**config.mk**
```make
export PLATFORM = sky130hd
export DESIGN_NAME = seq_frame_ctrl
export DESIGN_NICKNAME = d
export VERILOG_FILES = /design/src/rtl/seq_frame_ctrl.sv
export SDC_FILE = /design/constraint.sdc
export NUM_CORES = 1
export LEC_CHECK = 0
export CORE_MARGIN = 5
export CORE_UTILIZATION = 45
export DETAILED_ROUTE_END_ITERATION = 10
export GPL_TIMING_DRIVEN = 0
export PLACE_DENSITY_LB_ADDON = 0.25
export SYNTH_ARGS = -nofsm -noshare
export SYNTH_HDL_FRONTEND = slang
export SYNTH_SLANG_ARGS = --single-unit
```
**constraint.sdc**
```tcl
create_clock -name clk -period 2.42 [get_ports clk]
set_input_delay 0.484 -clock clk [delete_from_list [all_inputs] [get_ports clk]]
set_output_delay 0.484 -clock clk [all_outputs]
set_load 0.05 [all_outputs]
```
**src/rtl/seq_frame_ctrl.sv**
```systemverilog
// Frame controller: takes words over valid/ready, shifts them out MSB-first
// and counts serial pattern matches across a frame of cfg_len words.
module seq_frame_ctrl #(
  parameter int WORD_W = 8,
  parameter int PAT_W  = 4,
  parameter int LEN_W  = 8,
  parameter int CNT_W  = 8
) (
  input  logic              clk,
  input  logic              rst,
  input  logic              start,
  input  logic              abort,
  input  logic [PAT_W-1:0]  cfg_pattern,
  input  logic              cfg_overlap,
  input  logic [LEN_W-1:0]  cfg_len,
  input  logic [WORD_W-1:0] word_in,
  input  logic              word_valid,
  output logic              word_ready,
  output logic              ser_bit,
  output logic              ser_valid,
  output logic              match,
  output logic [CNT_W-1:0]  match_count,
  output logic              busy,
  output logic              done
);
  localparam int BIT_W  = $clog2(WORD_W);
  localparam int FILL_W = $clog2(PAT_W + 1);

  typedef enum logic [1:0] {IDLE, LOAD, SHIFT, DONE} state_t;

  state_t              state;
  logic [WORD_W-1:0]   sreg;
  logic [PAT_W-1:0]    pat;
  logic [PAT_W-1:0]    hist;
  logic                ovl;
  logic [LEN_W-1:0]    words_left;
  logic [BIT_W-1:0]    bit_cnt;
  logic [FILL_W-1:0]   fill;

  logic [PAT_W:0]      hist_ext;
  logic [PAT_W-1:0]    hist_nxt;
  logic [FILL_W-1:0]   fill_nxt;
  logic                hit;
  logic                last_bit;

  // History/fill as they will be after the bit currently on ser_bit.
  always_comb begin
    hist_ext = {hist, sreg[WORD_W-1]};
    hist_nxt = hist_ext[PAT_W-1:0];
    fill_nxt = (fill == FILL_W'(PAT_W)) ? fill : fill + FILL_W'(1);
    hit      = (hist_nxt == pat) && (fill_nxt == FILL_W'(PAT_W));
    last_bit = (bit_cnt == BIT_W'(WORD_W - 1));
  end

  assign word_ready = (state == LOAD);
  assign ser_valid  = (state == SHIFT);
  assign ser_bit    = ser_valid & sreg[WORD_W-1];
  assign busy       = (state != IDLE);
  assign done       = (state == DONE);

  always_ff @(posedge clk or negedge rst) begin
    if (!rst) begin
      state       <= IDLE;
      sreg        <= '0;
      pat         <= '0;
      hist        <= '0;
      ovl         <= 1'b0;
      words_left  <= '0;
      bit_cnt     <= '0;
      fill        <= '0;
      match       <= 1'b0;
      match_count <= '0;
    end else begin
      match <= 1'b0;
      if (abort) begin
        // Pending match and done are dropped; match_count is kept.
        state <= IDLE;
      end else begin
        case (state)
          IDLE: if (start) begin
            pat         <= cfg_pattern;
            ovl         <= cfg_overlap;
            words_left  <= cfg_len;
            match_count <= '0;
            hist        <= '0;
            fill        <= '0;
            bit_cnt     <= '0;
            state       <= (cfg_len != '0) ? LOAD : DONE;
          end
          LOAD: if (word_valid) begin
            sreg       <= word_in;
            words_left <= words_left - LEN_W'(1);
            bit_cnt    <= '0;
            state      <= SHIFT;
          end
          SHIFT: begin
            sreg    <= sreg << 1;
            hist    <= hist_nxt;
            fill    <= (hit && !ovl) ? '0 : fill_nxt;
            bit_cnt <= bit_cnt + BIT_W'(1);
            if (hit) begin
              match <= 1'b1;
              if (match_count != '1) match_count <= match_count + CNT_W'(1);
            end
            if (last_bit) state <= (words_left != '0) ? LOAD : DONE;
          end
          DONE: state <= IDLE;
          default: state <= IDLE;
        endcase
      end
    end
  end
endmodule

```
==> results of run 1 <==
critical path, stage by stage (launching register included):
cell	delay (ns)
dfrtp_1	0.43
inv_1	0.08
ha_1	0.25
or3b_1	0.39
a31o_1	0.23
nor4bb_1	0.28
buf_2	0.24
a41oi_1	0.13
a31oi_1	0.17
registers in the layout, summed over array words and instances, names as in the netlist:
name and flops:
ovl 1, bit_cnt 3, fill 3, state 2, sreg 8, match 1, pat 4, match_count 8
hist 3, words_left 8
final cells by class:
type,instances,area [sq um],area share (%)
plain buffers,7,31.3,1.12
clock buffers,7,86.3,3.08
clock inverters,1,30.0,1.07
inverters,11,41.3,1.47
multi-input cells,188,1110,39.4
flip-flops and latches,41,1030,36.6
well taps,67,83.8,2.99
repair buffers,39,399,14.2
stage by stage:
stage / hold slack, ns / setup slack [ns] / cells
floorplan: 0.188 / 0.106 / 250
global placement: 0.485 / -0.527 / 355
detailed placement: 0.487 / -0.551 / 356
CTS: 0.176 / 0.0265 / 363
global route: 0.196 / 0.00169 / 361
finish: 0.159 / 0.158 / 361
layout by cell type, fill, tap and decap left out, drive strengths merged, types with 2 or more instances in the layout:
cell	Yosys	final
nand2	45	45
dfrtp	41	41
clkdlybuf4s50	0	32
nor2	21	21
a21oi	16	16
o21ai	15	15
a31oi	13	13
clkbuf	7	12
inv	11	11
nand3	10	10
ha	7	7
a22o	6	6
nor3	5	5
buf	3	5
xor2	4	4
o211ai	4	4
nand2b	4	4
and2	3	3
nand4	3	3
nor4	3	3
o22ai	3	3
clkdlybuf4s15	0	3
nor3b	2	2
o22a	2	2
mux2i	2	2
a41oi	2	2
o21bai	2	2
o211a	2	2
nand3b	2	2
cell families after synthesis:
logic type      after synthesis  share of synthesized area (%)
simple gates                105                           22.6
compound gates               70                           20.9
flops                        41                           46.4
buf+inv                      21                           3.68
fa+ha+maj                     7                           3.96
xor+xnor                      4                           1.58
mux                           2                          0.906
per-layer routing:
| metal | global-route usage (%) | up-vias | part of all wire (%) |
|---|---|---|---|
| li1 | - | 974 | - |
| met2 | 26.2 | 41 | 46 |
| met5 | 0 | - | 0 |
| met3 | 3.48 | 5 | 4.3 |
| met4 | 4.05 | 0 | 0.74 |
| met1 | 23.3 | 939 | 49 |
power by group through the flow:
stage / registers [mW] / clock network, mW / logic, mW
final: 0.893 / 0.568 / 0.396
after global routing: 0.907 / 0.609 / 0.447
after CTS: 0.892 / 0.585 / 0.399
after detailed placement: 0.905 / 0 / 0.400
after global placement: 0.902 / 0 / 0.385
after floorplan: 0.878 / 0 / 0.277
timing repair:
| action | in CTS | in global routing |
|---|---|---|
| gates resized for setup | 16 | 3 |
| pin swaps | 0 | 1 |
| endpoints found under the setup margin | 5 | 12 |
| endpoints found under the hold margin | 0 | 0 |
worst min-delay path by stage:
stage	to	slack, ns	depth (start not counted)
after floorplan	bit_cnt[0]	0.19	0
after global placement	pat[0]	0.49	2
after detailed placement	words_left[0]	0.49	1
after CTS	match_count[7]	0.18	1
after global routing	words_left[0]	0.20	1
final	words_left[0]	0.16	1
==> flow_summary.json, run 1 <==
{
  "grt_pass1_vias": 1795,
  "ant_nets": 0,
  "end_kind": "flip-flop",
  "fin_crit_ns": 2.26,
  "hold_viol_final": 0,
  "critPathCapture": "match_count[4]",
  "syn_area_per_cell_sq_um": 8.84,
  "vias_per_cell": 5.43,
  "r2r_start": "fill[0]",
  "grt_pass1_wl_microns": 8510,
  "critPathRequiredTime_ns": 2.63,
  "syn2layout_area_growth_pct": 26.8,
  "synth_top_area_share_pct": 46.4,
  "h-tree-depth": 2,
  "regToRegSetupSlack_ns": 0.16,
  "period_share_pct": 93.5,
  "drt_iter0_markers": 102,
  "vias": 1959,
  "synthTopCellsByCount": "nand2_1, dfrtp_1, nor2_1",
  "hold_class": "input pin to asynchronous set/reset pin",
  "p_switching_uw": 547,
  "cts_root_buf": "clkbuf_8",
  "post-route-util_pct": 59.0,
  "boundaryPins": 40,
  "initial_core_util_pct": 46.5,
  "timing.final.setup_violations": 0,
  "totalWireLength_microns": 4990,
  "yosysSeqAreaShare_pct": 46.4,
  "cp.arrival_ns": 2.47,
  "synthFlopType": "dfrtp_1",
  "status": "finished clean",
  "syn_area_sq_um": 2210,
  "synth.area.top_cells": "dfrtp_1, nand2_1, ha_1",
  "async_reset_ff_share_pct": 100,
  "post_cts_buffers": 0,
  "tns_ns": 0,
  "dp_hpwl_microns": 3700,
  "std_cell_rows": 25,
  "grt_usage_pct": 16.6,
  "final_area_sq_um": 2800,
  "dr.pass1.iters": 4,
  "swShare_pct": 29.5,
  "grt_overflow": 0,
  "powerDensity_nw_per_um2": 662,
  "die_w_microns": 80.1,
  "p_total_mw": 1.86,
  "yosysUniqueCellTypes": 42,
  "antenna_cells": 0,
  "timing.fmax_ghz": 0.442,
  "synth_cells": 250,
  "core_area_sq_um": 4750,
  "p_leak_nw": 1.23,
  "synth_edf_count": 0,
  "nNetsFinal": 326,
  "holdBufCountCts": 0,
  "cp-start-kind": "flip-flop",
  "worst_r2r_path_depth": 8,
  "slew_violations": 0,
  "clk_pin_slew_worst_paths_ns": 0.08,
  "syn-num-nets": 283,
  "tritoncts": "done",
  "die_area_sq_um": 6420,
  "clkSinkCount": 41,
  "cap_violations": 0,
  "placedInstanceArea_sq_um": 2700,
  "p_seq_share_pct": 48.1,
  "crit_start": "fill[0]",
  "post-synth-top-count-cell": "nand2_1",
  "clock_skew_ns": 0.00526,
  "synth-seq-cells": 41,
  "drive_above_1_share_pct": 7.48,
  "grt_max_degree": 22,
  "clockBufferDepth": 2,
  "setup.worst_path.class": "flip-flop to flip-flop",
  "drc": 0,
  "port_buffers": 38,
  "r2r_end": "match_count[4]",
  "power_frac_comb_pct": 21.3,
  "rsz0062_at_grt": "false",
  "worst_pin_slew_ns": 0.632,
  "routedWlPerCell_microns": 13.8,
  "ys_warn_count": 0,
  "worstSkewPairLatency_ns": 0.29,
  "max_slew_margin_pct": 57.6,
  "numCtsBuffers": 5,
  "p_int_mw": 1.31,
  "clockPowerShare_pct": 30.6,
  "vdd_drop_max_uv": 391,
  "dieHeight_microns": 80.1,
  "cp_max_fo": 7,
  "fill_cells": 460,
  "place_congestion": 0.822,
  "antenna_found_initial": 0,
  "synth_area_leader_cell": "dfrtp_1"
}
(Power assumes the default switching activity.)
==> run 2: changes to the inputs <==
--- a/config.mk
+++ b/config.mk
@@ -6,10 +6,10 @@
 export NUM_CORES = 1
 export LEC_CHECK = 0
 export CORE_MARGIN = 5
-export CORE_UTILIZATION = 45
+export CORE_UTILIZATION = 30
 export DETAILED_ROUTE_END_ITERATION = 10
 export GPL_TIMING_DRIVEN = 0
-export PLACE_DENSITY_LB_ADDON = 0.25
+export PLACE_DENSITY = 0.61
 export SYNTH_ARGS = -nofsm -noshare
 export SYNTH_HDL_FRONTEND = slang
 export SYNTH_SLANG_ARGS = --single-unit
==> run 2 against run 1 <==
Against the previous run:
- design area rose by 2.4%
- power rose by 5.7%
- largest cell class unchanged
- critical path type is now flip-flop to output port
- worst hold slack improved by 0.0022 ns
- sequential cell count did not move
- clock-buffer cell count fell by 2
- utilization fell by 19 points
- via count fell by 0.77%
- first-iteration DRC count fell by 20%
- routed wire length rose by 5.3%
- clock skew rose by 0.0036 ns
- highest routed layer unchanged
==> flow_summary.json, run 2 (synthesis results as in run 1) <==
{
  "fill_cells": 753,
  "clk_pin_slew_worst_paths_ns": 0.09,
  "boundaryPins": 40,
  "cap_violations": 0,
  "rsz0062_at_grt": "false",
  "regToRegSetupSlack_ns": 0.22,
  "initial_core_util_pct": 30.6,
  "dieHeight_microns": 95.8,
  "place_ws_ns": -0.525,
  "holdBufCountCts": 0,
  "dp_hpwl_microns": 3850,
  "cp-start-kind": "flip-flop",
  "wl_met3_microns": 284,
  "r2r_start": "fill[0]",
  "fin_crit_ns": 2.34,
  "hold_viol_final": 0,
  "clock_skew_ns": 0.00891,
  "grt_overflow": 0,
  "vdd_drop_max_uv": 285,
  "place_congestion": 0.767,
  "top_regs": "match_count (8), sreg (8), words_left (8)",
  "slew_violations": 0,
  "drt_iter0_markers": 82,
  "p_leak_nw": 1.24,
  "top_layer": "met4",
  "r2r_end": "match_count[3]",
  "port_buffers": 38,
  "clockBufferDepth": 2,
  "tns_ns": 0,
  "std_cell_rows": 31,
  "grt_max_degree": 23,
  "dr.pass1.iters": 4,
  "hold_class": "input pin to asynchronous set/reset pin",
  "cts_root_buf": "clkbuf_8",
  "antenna_found_initial": 0,
  "grt_pass1_vias": 1861,
  "regArea_sq_um": 1030,
  "clkSinkCount": 41,
  "wl_met2_microns": 2350,
  "powerDensity_nw_per_um2": 683,
  "drc": 0,
  "drt-met1-wl_microns": 2540,
  "tritoncts": "done",
  "status": "finished clean",
  "core_area_sq_um": 7210,
  "mostFrequentLayoutCells": "nand2_1, dfrtp_1, clkdlybuf4s50_1",
  "numCtsBuffers": 5,
  "worst_slack_ns": 0.0801,
  "die_area_sq_um": 9190,
  "drive_above_1_share_pct": 7.80,
  "routedWlPerCell_microns": 13.3,
  "syn2layout_area_growth_pct": 29.9,
  "post-route-util_pct": 39.8,
  "grt_pass1_wl_microns": 8980,
  "period_share_pct": 96.7,
  "cp.arrival_ns": 1.86,
  "cp_max_fo": 10,
  "timing.final.setup_violations": 0,
  "worst_pin_slew_ns": 0.673,
  "vias": 1944,
  "antenna_cells": 0,
  "grt_usage_pct": 12.3,
  "nNetsFinal": 327,
  "h-tree-depth": 2,
  "critPathRequiredTime_ns": 1.94,
  "worst_r2r_path_depth": 8,
  "end_kind": "output port",
  "vias_per_cell": 4.93,
  "worstSkewPairLatency_ns": 0.30,
  "timing.fmax_ghz": 0.427,
  "totalWireLength_microns": 5260,
  "final_common_cell": "nand2_1",
  "multiInputGateArea_sq_um": 1110,
  "setup.worst_path.class": "flip-flop to output port",
  "max_slew_margin_pct": 54.8,
  "ant_nets": 0,
  "die_w_microns": 95.8
}
[run 2: worst max-delay path by stage]
stage	from	to	slack (ns)	cells after the start
finish	state[0]	busy	0.08	3
global route	state[0]	busy	0.009	3
CTS	state[0]	ser_bit	0.03	5
detailed placement	state[1]	ser_bit	-0.53	7
global placement	state[1]	ser_bit	-0.55	7
floorplan	state[1]	ser_bit	0.11	6
[run 2: layout make-up]
cell class                      instances  share of cell area [%]
Clock inverter                          3                    2.40
Multi-Input combinational cell        188                    38.5
Tap cell                               99                    4.31
Buffer                                  7                    1.05
Clock buffer                            5                    2.40
Inverter                               11                    1.44
Sequential cell                        41                    35.7
Timing Repair Buffer                   40                    14.2
[run 2: through the flow]
step           power (mW)  area [sq um]  hold WS [ns]  instances
2_1_floorplan        1.15          2210         0.188        250
3_3_place_gp         1.29          2720         0.490        387
3_5_place_dp         1.31          2740         0.490        388
4_1_cts              1.98          2870         0.170        395
5_1_grt              2.07          2870         0.177        394
6_report             1.96          2870         0.162        394
[run 2: layer usage]
metal | vias up | GRT usage (%)
met5 | - | 0
met4 | 0 | 4.15
met3 | 6 | 3.36
met2 | 41 | 18.4
met1 | 917 | 17.1
li1 | 980 | -
[run 2: power breakdown]
part / internal, mW / switching [mW] / total, mW
clock network: 0.415 / 0.258 / 0.673
logic: 0.178 / 0.216 / 0.394
registers: 0.795 / 0.0984 / 0.894
[run 2: repair_timing]
| item | in CTS | in global routing |
|---|---|---|
| resized for setup | 16 | 1 |
| setup buffers | 0 | 1 |
| pin swaps | 0 | 1 |
| endpoints found under the setup margin | 5 | 12 |
[run 2: worst max-delay path, stage by stage (launching register included)]
cell,delay (ns)
dfrtp_1,0.46
clkbuf_1,0.39
or2_2,0.19
dlygate4sd2_1,0.52
